## src/rtl/pattern_scan_ctrl.sv

```systemverilog
// rtl/pattern_scan_ctrl.sv - word-to-serial sequencer for an overlapping pattern detector
//
// Accepts WORD_W-bit words on a valid/ready handshake, scans each word MSB-first
// through a Mealy detector for a programmable PAT_W-bit pattern, pulses the
// per-word match count on out_valid and keeps a saturating running total.
//
// Ports:
//   clk          rise-edge clock
//   reset        asynchronous active-low reset
//   cfg_we       load cfg_pattern (IDLE only), clears detector history
//   cfg_pattern  new pattern value
//   clear        clear history and total_count (IDLE only)
//   in_valid     input word valid
//   in_data      input word
//   in_ready     high in IDLE
//   busy         high in SHIFT or REPORT
//   ser_bit      bit under scan (0 outside SHIFT)
//   match        combinational, high in the SHIFT cycle completing the pattern
//   out_valid    one-cycle result pulse
//   out_count    matches in the last word, held until the next REPORT
//   total_count  saturating total of all matches
//   pattern_q    active pattern
module pattern_scan_ctrl #(
    parameter int               WORD_W    = 8,
    parameter int               PAT_W     = 4,
    parameter logic [PAT_W-1:0] PAT_RESET = 4'b1001,
    parameter int               CNT_W     = 8
) (
    input  logic                          clk,
    input  logic                          reset,
    input  logic                          cfg_we,
    input  logic [PAT_W-1:0]              cfg_pattern,
    input  logic                          clear,
    input  logic                          in_valid,
    input  logic [WORD_W-1:0]             in_data,
    output logic                          in_ready,
    output logic                          busy,
    output logic                          ser_bit,
    output logic                          match,
    output logic                          out_valid,
    output logic [$clog2(WORD_W+1)-1:0]   out_count,
    output logic [CNT_W-1:0]              total_count,
    output logic [PAT_W-1:0]              pattern_q
);

    localparam int OUT_W  = $clog2(WORD_W + 1);
    localparam int IDX_W  = $clog2(WORD_W);
    localparam int FILL_W = $clog2(PAT_W);

    localparam logic [IDX_W-1:0]  LAST_IDX = IDX_W'(WORD_W - 1);
    localparam logic [FILL_W-1:0] FILL_MAX = FILL_W'(PAT_W - 1);

    localparam logic [1:0] IDLE   = 2'd0;
    localparam logic [1:0] SHIFT  = 2'd1;
    localparam logic [1:0] REPORT = 2'd2;

    logic [1:0]        state;
    logic [WORD_W-1:0] shreg;
    logic [IDX_W-1:0]  bit_idx;
    logic [PAT_W-2:0]  hist;
    logic [FILL_W-1:0] fill;
    logic [OUT_W-1:0]  word_cnt;
    logic [PAT_W-1:0]  window;

    assign in_ready  = (state == IDLE);
    assign busy      = (state != IDLE);
    assign out_valid = (state == REPORT);
    assign ser_bit   = (state == SHIFT) & shreg[WORD_W-1];

    // The previous PAT_W-1 bits plus the current one; the fill counter keeps the
    // zero-initialised history from producing matches before it holds real bits.
    assign window = {hist, ser_bit};
    assign match  = (state == SHIFT) && (window == pattern_q) && (fill == FILL_MAX);

    always_ff @(posedge clk or negedge reset) begin
        if (!reset) begin
            state       <= IDLE;
            pattern_q   <= PAT_RESET;
            shreg       <= '0;
            bit_idx     <= '0;
            hist        <= '0;
            fill        <= '0;
            word_cnt    <= '0;
            out_count   <= '0;
            total_count <= '0;
        end else begin
            case (state)
                IDLE: begin
                    if (cfg_we) begin
                        pattern_q <= cfg_pattern;
                        hist      <= '0;
                        fill      <= '0;
                    end
                    if (clear) begin
                        hist        <= '0;
                        fill        <= '0;
                        total_count <= '0;
                    end
                    if (in_valid) begin
                        shreg    <= in_data;
                        bit_idx  <= '0;
                        word_cnt <= '0;
                        state    <= SHIFT;
                    end
                end
                SHIFT: begin
                    hist    <= window[PAT_W-2:0];
                    shreg   <= {shreg[WORD_W-2:0], 1'b0};
                    bit_idx <= bit_idx + 1'b1;
                    if (fill != FILL_MAX) begin
                        fill <= fill + 1'b1;
                    end
                    if (match) begin
                        word_cnt <= word_cnt + 1'b1;
                        if (total_count != {CNT_W{1'b1}}) begin
                            total_count <= total_count + 1'b1;
                        end
                    end
                    if (bit_idx == LAST_IDX) begin
                        // Fold in a match on the final bit so REPORT sees the full count.
                        out_count <= word_cnt + OUT_W'(match);
                        state     <= REPORT;
                    end
                end
                REPORT: begin
                    state <= IDLE;
                end
                default: begin
                    state <= IDLE;
                end
            endcase
        end
    end

endmodule

```

## config.mk

```make
export PLATFORM = sky130hd
export DESIGN_NAME = pattern_scan_ctrl
export DESIGN_NICKNAME = d
export VERILOG_FILES = /design/src/rtl/pattern_scan_ctrl.sv
export SDC_FILE = /design/constraint.sdc
export NUM_CORES = 1
export LEC_CHECK = 0
export ABC_AREA = 1
export BUFFER_PORTS_ARGS = -buffer_cell sky130_fd_sc_hd__buf_2
export CORE_MARGIN = 2
export CORE_UTILIZATION = 43
export CTS_CLUSTER_SIZE = 20
export DETAILED_ROUTE_END_ITERATION = 6
export PLACE_DENSITY_LB_ADDON = 0.2
export SYNTH_ARGS = -nofsm -noshare
export SYNTH_HDL_FRONTEND = slang
export SYNTH_SLANG_ARGS = --single-unit
```

## constraint.sdc

```tcl
create_clock -name clk -period 3 [get_ports clk]
set_input_delay 0.3 -clock clk [delete_from_list [all_inputs] [get_ports clk]]
set_output_delay 0.3 -clock clk [all_outputs]
set_load 0.005 [all_outputs]
```

* Word-level counts from Yosys, hierarchy flattened
Cells that the tools add are included.
** Word-level totals
- Output and inout port bits :: 21
- Memory bits (read-only) :: 0
- Memories :: 0
- Input bits :: 17
- Logic and storage cells :: 63
- Register bits after elaboration :: 38
- Memory bits (writable) :: 0
- Latch bits :: 0
** Cells by class
- Reductions and logical operators :: 13
- Multipliers :: 0
- Shifts and indexed selects :: 0
- Div/mod/pow operators :: 0
- Muxes and demuxes :: 21
- Bitwise operators :: 1
- Add/sub/neg operators :: 5
- Equality and inequality tests :: 14
- Order comparisons :: 0
** Operators by type and width (count)
- two-way mux 8 bit :: 4
- case mux 8 bit (2 select lines) :: 2
- case mux 3 bit (2 select lines) :: 2
- two-way mux 2 bit :: 5
- AND reduction 2 bit :: 5
- two-way mux 3 bit :: 3
- adder 8 x 1 -> 8 bit (second input constant) :: 1
- two-way mux 4 bit :: 2
- != test 2 bit (second input constant) :: 4
- != test 8 bit (second input constant) :: 1
- case mux 2 bit (2 select lines) :: 2
- case mux 4 bit (2 select lines) :: 1
- != test 2 x 1 -> 1 bit (second input constant) :: 3
- AND reduction 3 bit :: 2
- adder 4 x 1 -> 4 bit :: 1
- adder 4 x 1 -> 4 bit (second input constant) :: 1
- == test 2 bit (second input constant) :: 2
- == test 4 bit :: 1
- AND reduction 4 bit :: 1
- nonzero test 2 bit :: 2
- adder 3 x 1 -> 3 bit (second input constant) :: 1
- == test 3 bit (second input constant) :: 1
- != test 3 bit (second input constant) :: 1
- adder 2 x 1 -> 2 bit (second input constant) :: 1
- 4 further kinds :: 5

* Depth between registers and ports, before layout
- Depth after elaboration :: 7
- Gate-level depth with buffers :: 11
- Depth with buffers taken out :: 11

* Worst setup path after synthesis
Ideal clock, no wire load.
- Path type :: reg2reg
- Start :: register fill[0]
- End :: register out_count[2]
- Required time :: 2.870 ns
- Library setup time :: 0.130 ns
- Cell stages (with the launch flop) :: 10
- Path slack :: 1.421 ns
- Period minus slack after synthesis :: 1.579 ns
- Buffers on the path :: 0
- Arrival time :: 1.449 ns
- Path through :: dfrtp_1 ha_1 nand3_1 nor2_1 nand3_1 inv_1 ha_1 ha_1 xnor2_1 o21ai_0
** On the way
- Word-level cells in the longest chain between the ends :: 3
** Ends and longest elaborated chain
- start, declared :: line 61 : logic [FILL_W-1:0] fill;
- start signal, assigned :: line 111 : fill <= fill + 1'b1;
- == test 2 bit :: line 73 : assign match = (state == SHIFT) && (window == pattern_q) && (fill == FILL_MAX);
- logical AND 1 bit :: line 73
- named net match :: line 39 : output logic match,
- adder 4 x 1 -> 4 bit :: line 121 : out_count <= word_cnt + OUT_W'(match);
- end signal, assigned :: line 121
- end, declared :: line 41 : output logic [$clog2(WORD_W+1)-1:0] out_count,
The timed path passes the listed nets, and every way through them passes these cells.
A chain may end at the register's enable or synchronous reset.

* Worst setup path after layout
- Start :: register pattern_q[3]
- End :: output port match
** On the way
- Word-level cells in the longest chain between the ends :: 3
** Ends and longest elaborated chain
- start, declared :: line 43 : output logic [PAT_W-1:0] pattern_q
- start signal, assigned :: line 90 : pattern_q <= cfg_pattern;
- == test 4 bit :: line 73
- logical AND 1 bit (2 in series) :: line 73
- end, declared :: line 39
Every way passes these cells.

==> metrics <==
Gate power share 36.9%; routed vias around 1600; Top-Level Pins 38; Max clock buf depth 2; RSZ-0062 raised after global routing no; summed instance area of the synthesized netlist between 0.0015 and 0.002 mm2; power density cells about 900 mW/mm2; switching part of the total 37.3%; type of the tightest min-delay check in2async; fin crit period about 1.8 ns; final setup TNS 0 ns; number of gates resized after CTS 0; final-layout worst hold slack between 0.09 and 0.1 ns; Final nets 302; total cell area at the placement stage between 0.002 and 0.0025 mm2; Post-Syn Instances 238; cell type with the highest aggregate area in the netlist dfrtp_1; first-pass GRT wire length a little under 7 mm; number of endpoints with negative hold slack in the final report 0; clk_lat worst skew approximately 0.29 ns; vias in the first global route 1533; maximum ir drop on the vdd rail about 0.40 mV; CTS sink cnt 38; maximum net fanout on the critical path 3; type of element launching the critical path flop; Cell Chain, Critical Path inv_1, nand2_1, nand2_1, nor2_1, nand3_1, inv_1, buf_2; synthesized area per cell 8.00 um2; number of port buffers 37; static leakage 1.23 nW; Die X just over 70 um; detailed router's first-iteration violation count between 90 and 100; achievable frequency 0.560 GHz; final routed wire length divided by cell count 11.5 um; area inside the core boundary roughly 0.0043 mm2; run status finished clean; category of the most critical setup path reg2out; count of flip-flops with a built-in enable after synthesis 0; maximum capacitance violations 0; critical path data required time between 2 and 3 ns; clock network power share between 20 and 25%; top sig layer met4; number of H-tree levels 2; post-synth cell types 26; Worst R2R Setup Slack 1.26 ns; maximum cell stage delay along the critical path between 0.5 and 0.6 ns; total wire length after detailed routing approximately 3.8 mm; root cell of the clock tree clkbuf_8; internal power component between 1 and 1.5 mW; number of remaining DRC errors 0; All-Layer GR Usage roughly 17%; proportion of power drawn by flip-flops and latches between 40% and 50%; die area 0.00498 mm2; DR pass1 iterations 4; biggest area contributors in the synthesized netlist dfrtp_1, nand2_1, nor2_1; switching power 0.757 mW; proportion of netlist area held by the largest area contributor between 40% and 50%; Ys Warns 0; arrival time worst endpoint between 1 and 1.5 ns; Clock Skews approximately 0.0032 ns; gr ovfl total 0; post-route cell area between 0.002 and 0.0025 mm2; met2 wire length between 1.5 and 2 mm; worst path bufs/invs 3; actual transition at the worst max-transition pin 0.816 ns; vias per cell around 5; clock buffer count from CTS 5; fraction of layout cells with a size suffix above 1 between 10% and 20%; crit-path leading delay family flip-flops; met3 routed wirelength roughly 120 um; initial antenna violation count 0; Max Transition Viols Final 0; number of storage elements in the synthesis netlist 38; TritonCTS clock tree done; count of inserted antenna diode cells 0; worst relative slew slack between 40% and 50%; Final setup violation count 0; gp weighted congestion between 0.7 and 0.8; most frequently used flop master after synthesis dfrtp_1; CTS clock-pin slew for the worst setup and hold paths approximately 0.070 ns; effective utilization at floorplan 44.0%; synthesized net count around 260; die height between 70 and 80 um; launch point of the worst path pattern_q[3]$_DFFE_PN1P_; pin count of the biggest net entering global routing 39; met1 layer wirelength in the final routing about 1.8 mm; proportion of synthesized chip area in sequential cells 50.1%; setup bufs post-CTS 0; FFs w/ async S/R, synth 100%; cell type of the slowest stage on the worst timing path dfstp_2; reg2reg start pattern_q[3]$_DFFE_PN1P_; Hold-fix buffers, CTS 0; sum of net half-perimeters after detailed placement 2.73 mm; Site Rows 24; sort of element at the end of the critical path primary output; Period Utilization, post-route 59.5%; antenna viol nets, final 0; Syn-to-layout area delta 18.3%
## final timing paths
| check | cells past startpoint | to |
|---|---|---|
| setup / recovery | 7 | match |
| hold / removal | 1 | shreg[4]$_DFFE_PN0P_ |
| setup reg to reg | 9 | total_count[0]$_DFFE_PN0P_ |
| hold reg to reg | 1 | bit_idx[0]$_DFFE_PN0P_ |
| max in group asynchronous | 1 | fill[1]$_DFFE_PN0P_ |
| min in group clk | 3 | pattern_q[3]$_DFFE_PN1P_ |
## cells by family after synthesis
logic type               after synthesis  synth area share [%]
AO/OA/AOI/OAI                         34                  10.1
flip-flops                            38                  50.1
buffers and inverters                 24                  5.06
XOR/XNOR                               6                  2.76
adder cells (fa/ha/maj)                7                  4.60
AND/OR/NAND/NOR                      129                  27.4
## layout by cell type (no fill, tap or decap), drive strengths merged, types with 3 or more instances in the layout
cell type | netlist | layout
nor2 | 34 | 34
clkbuf | 2 | 7
nand2 | 72 | 72
xnor2 | 3 | 3
o21ai | 11 | 11
dfrtp | 36 | 36
buf | 3 | 38
inv | 19 | 19
xor2 | 3 | 3
nand3 | 20 | 20
a21oi | 15 | 15
ha | 7 | 7
## stage by stage
step                power (mW)  utilization [%]  std cells  setup slack (ns)
finish                    2.03             52.1        331              1.22
global route              2.23             52.1        331              1.03
floorplan                 1.37                -        238              1.42
CTS                       2.07             52.1        331              1.19
global placement          1.60             49.4        323              1.26
detailed placement        1.60             49.4        323              1.24
## cell type report
cell class / instances / area [um2]
tap: 52 / 65.1
clock buffer: 7 / 86.3
timing repair buffer: 38 / 193
sequential: 38 / 953
fill: 421 / 2070
inverter: 19 / 71.3
clock inverter: 1 / 30.0
multi-input combinational: 176 / 855
## state kept, by name (all words and copies together) (netlist names)
name         cells
shreg            8
total_count      8
out_count        4
pattern_q        4
word_cnt         4
bit_idx          3
hist             3
fill             2
state            2
## power groups by stage
| stage | logic [mW] | registers, mW | clock network, mW |
|---|---|---|---|
| floorplan | 0.549 | 0.825 | 0 |
| global route | 0.883 | 0.861 | 0.485 |
| detailed placement | 0.761 | 0.843 | 0 |
| global placement | 0.757 | 0.839 | 0 |
| finish | 0.749 | 0.832 | 0.451 |
| CTS | 0.768 | 0.834 | 0.464 |
## Yosys cell counts (2+ instances only)
master / n
a21oi_1: 15
a22o_1: 2
buf_2: 2
clkbuf_1: 2
dfrtp_1: 36
dfstp_2: 2
ha_1: 7
inv_1: 15
inv_2: 4
nand2_1: 71
nand3_1: 20
nor2_1: 33
o21ai_0: 9
o21ai_1: 2
o21bai_1: 2
o22ai_1: 2
xnor2_1: 3
xor2_1: 3
## routing by layer
| layer | GRT usage, % | vias up |
|---|---|---|
| met3 | 4.56 | 6 |
| met4 | 7.55 | 0 |
| met2 | 28.1 | 19 |
| li1 | - | 849 |
| met1 | 22.5 | 735 |
| met5 | 0 | - |
Power figures use the tool's default switching activity.
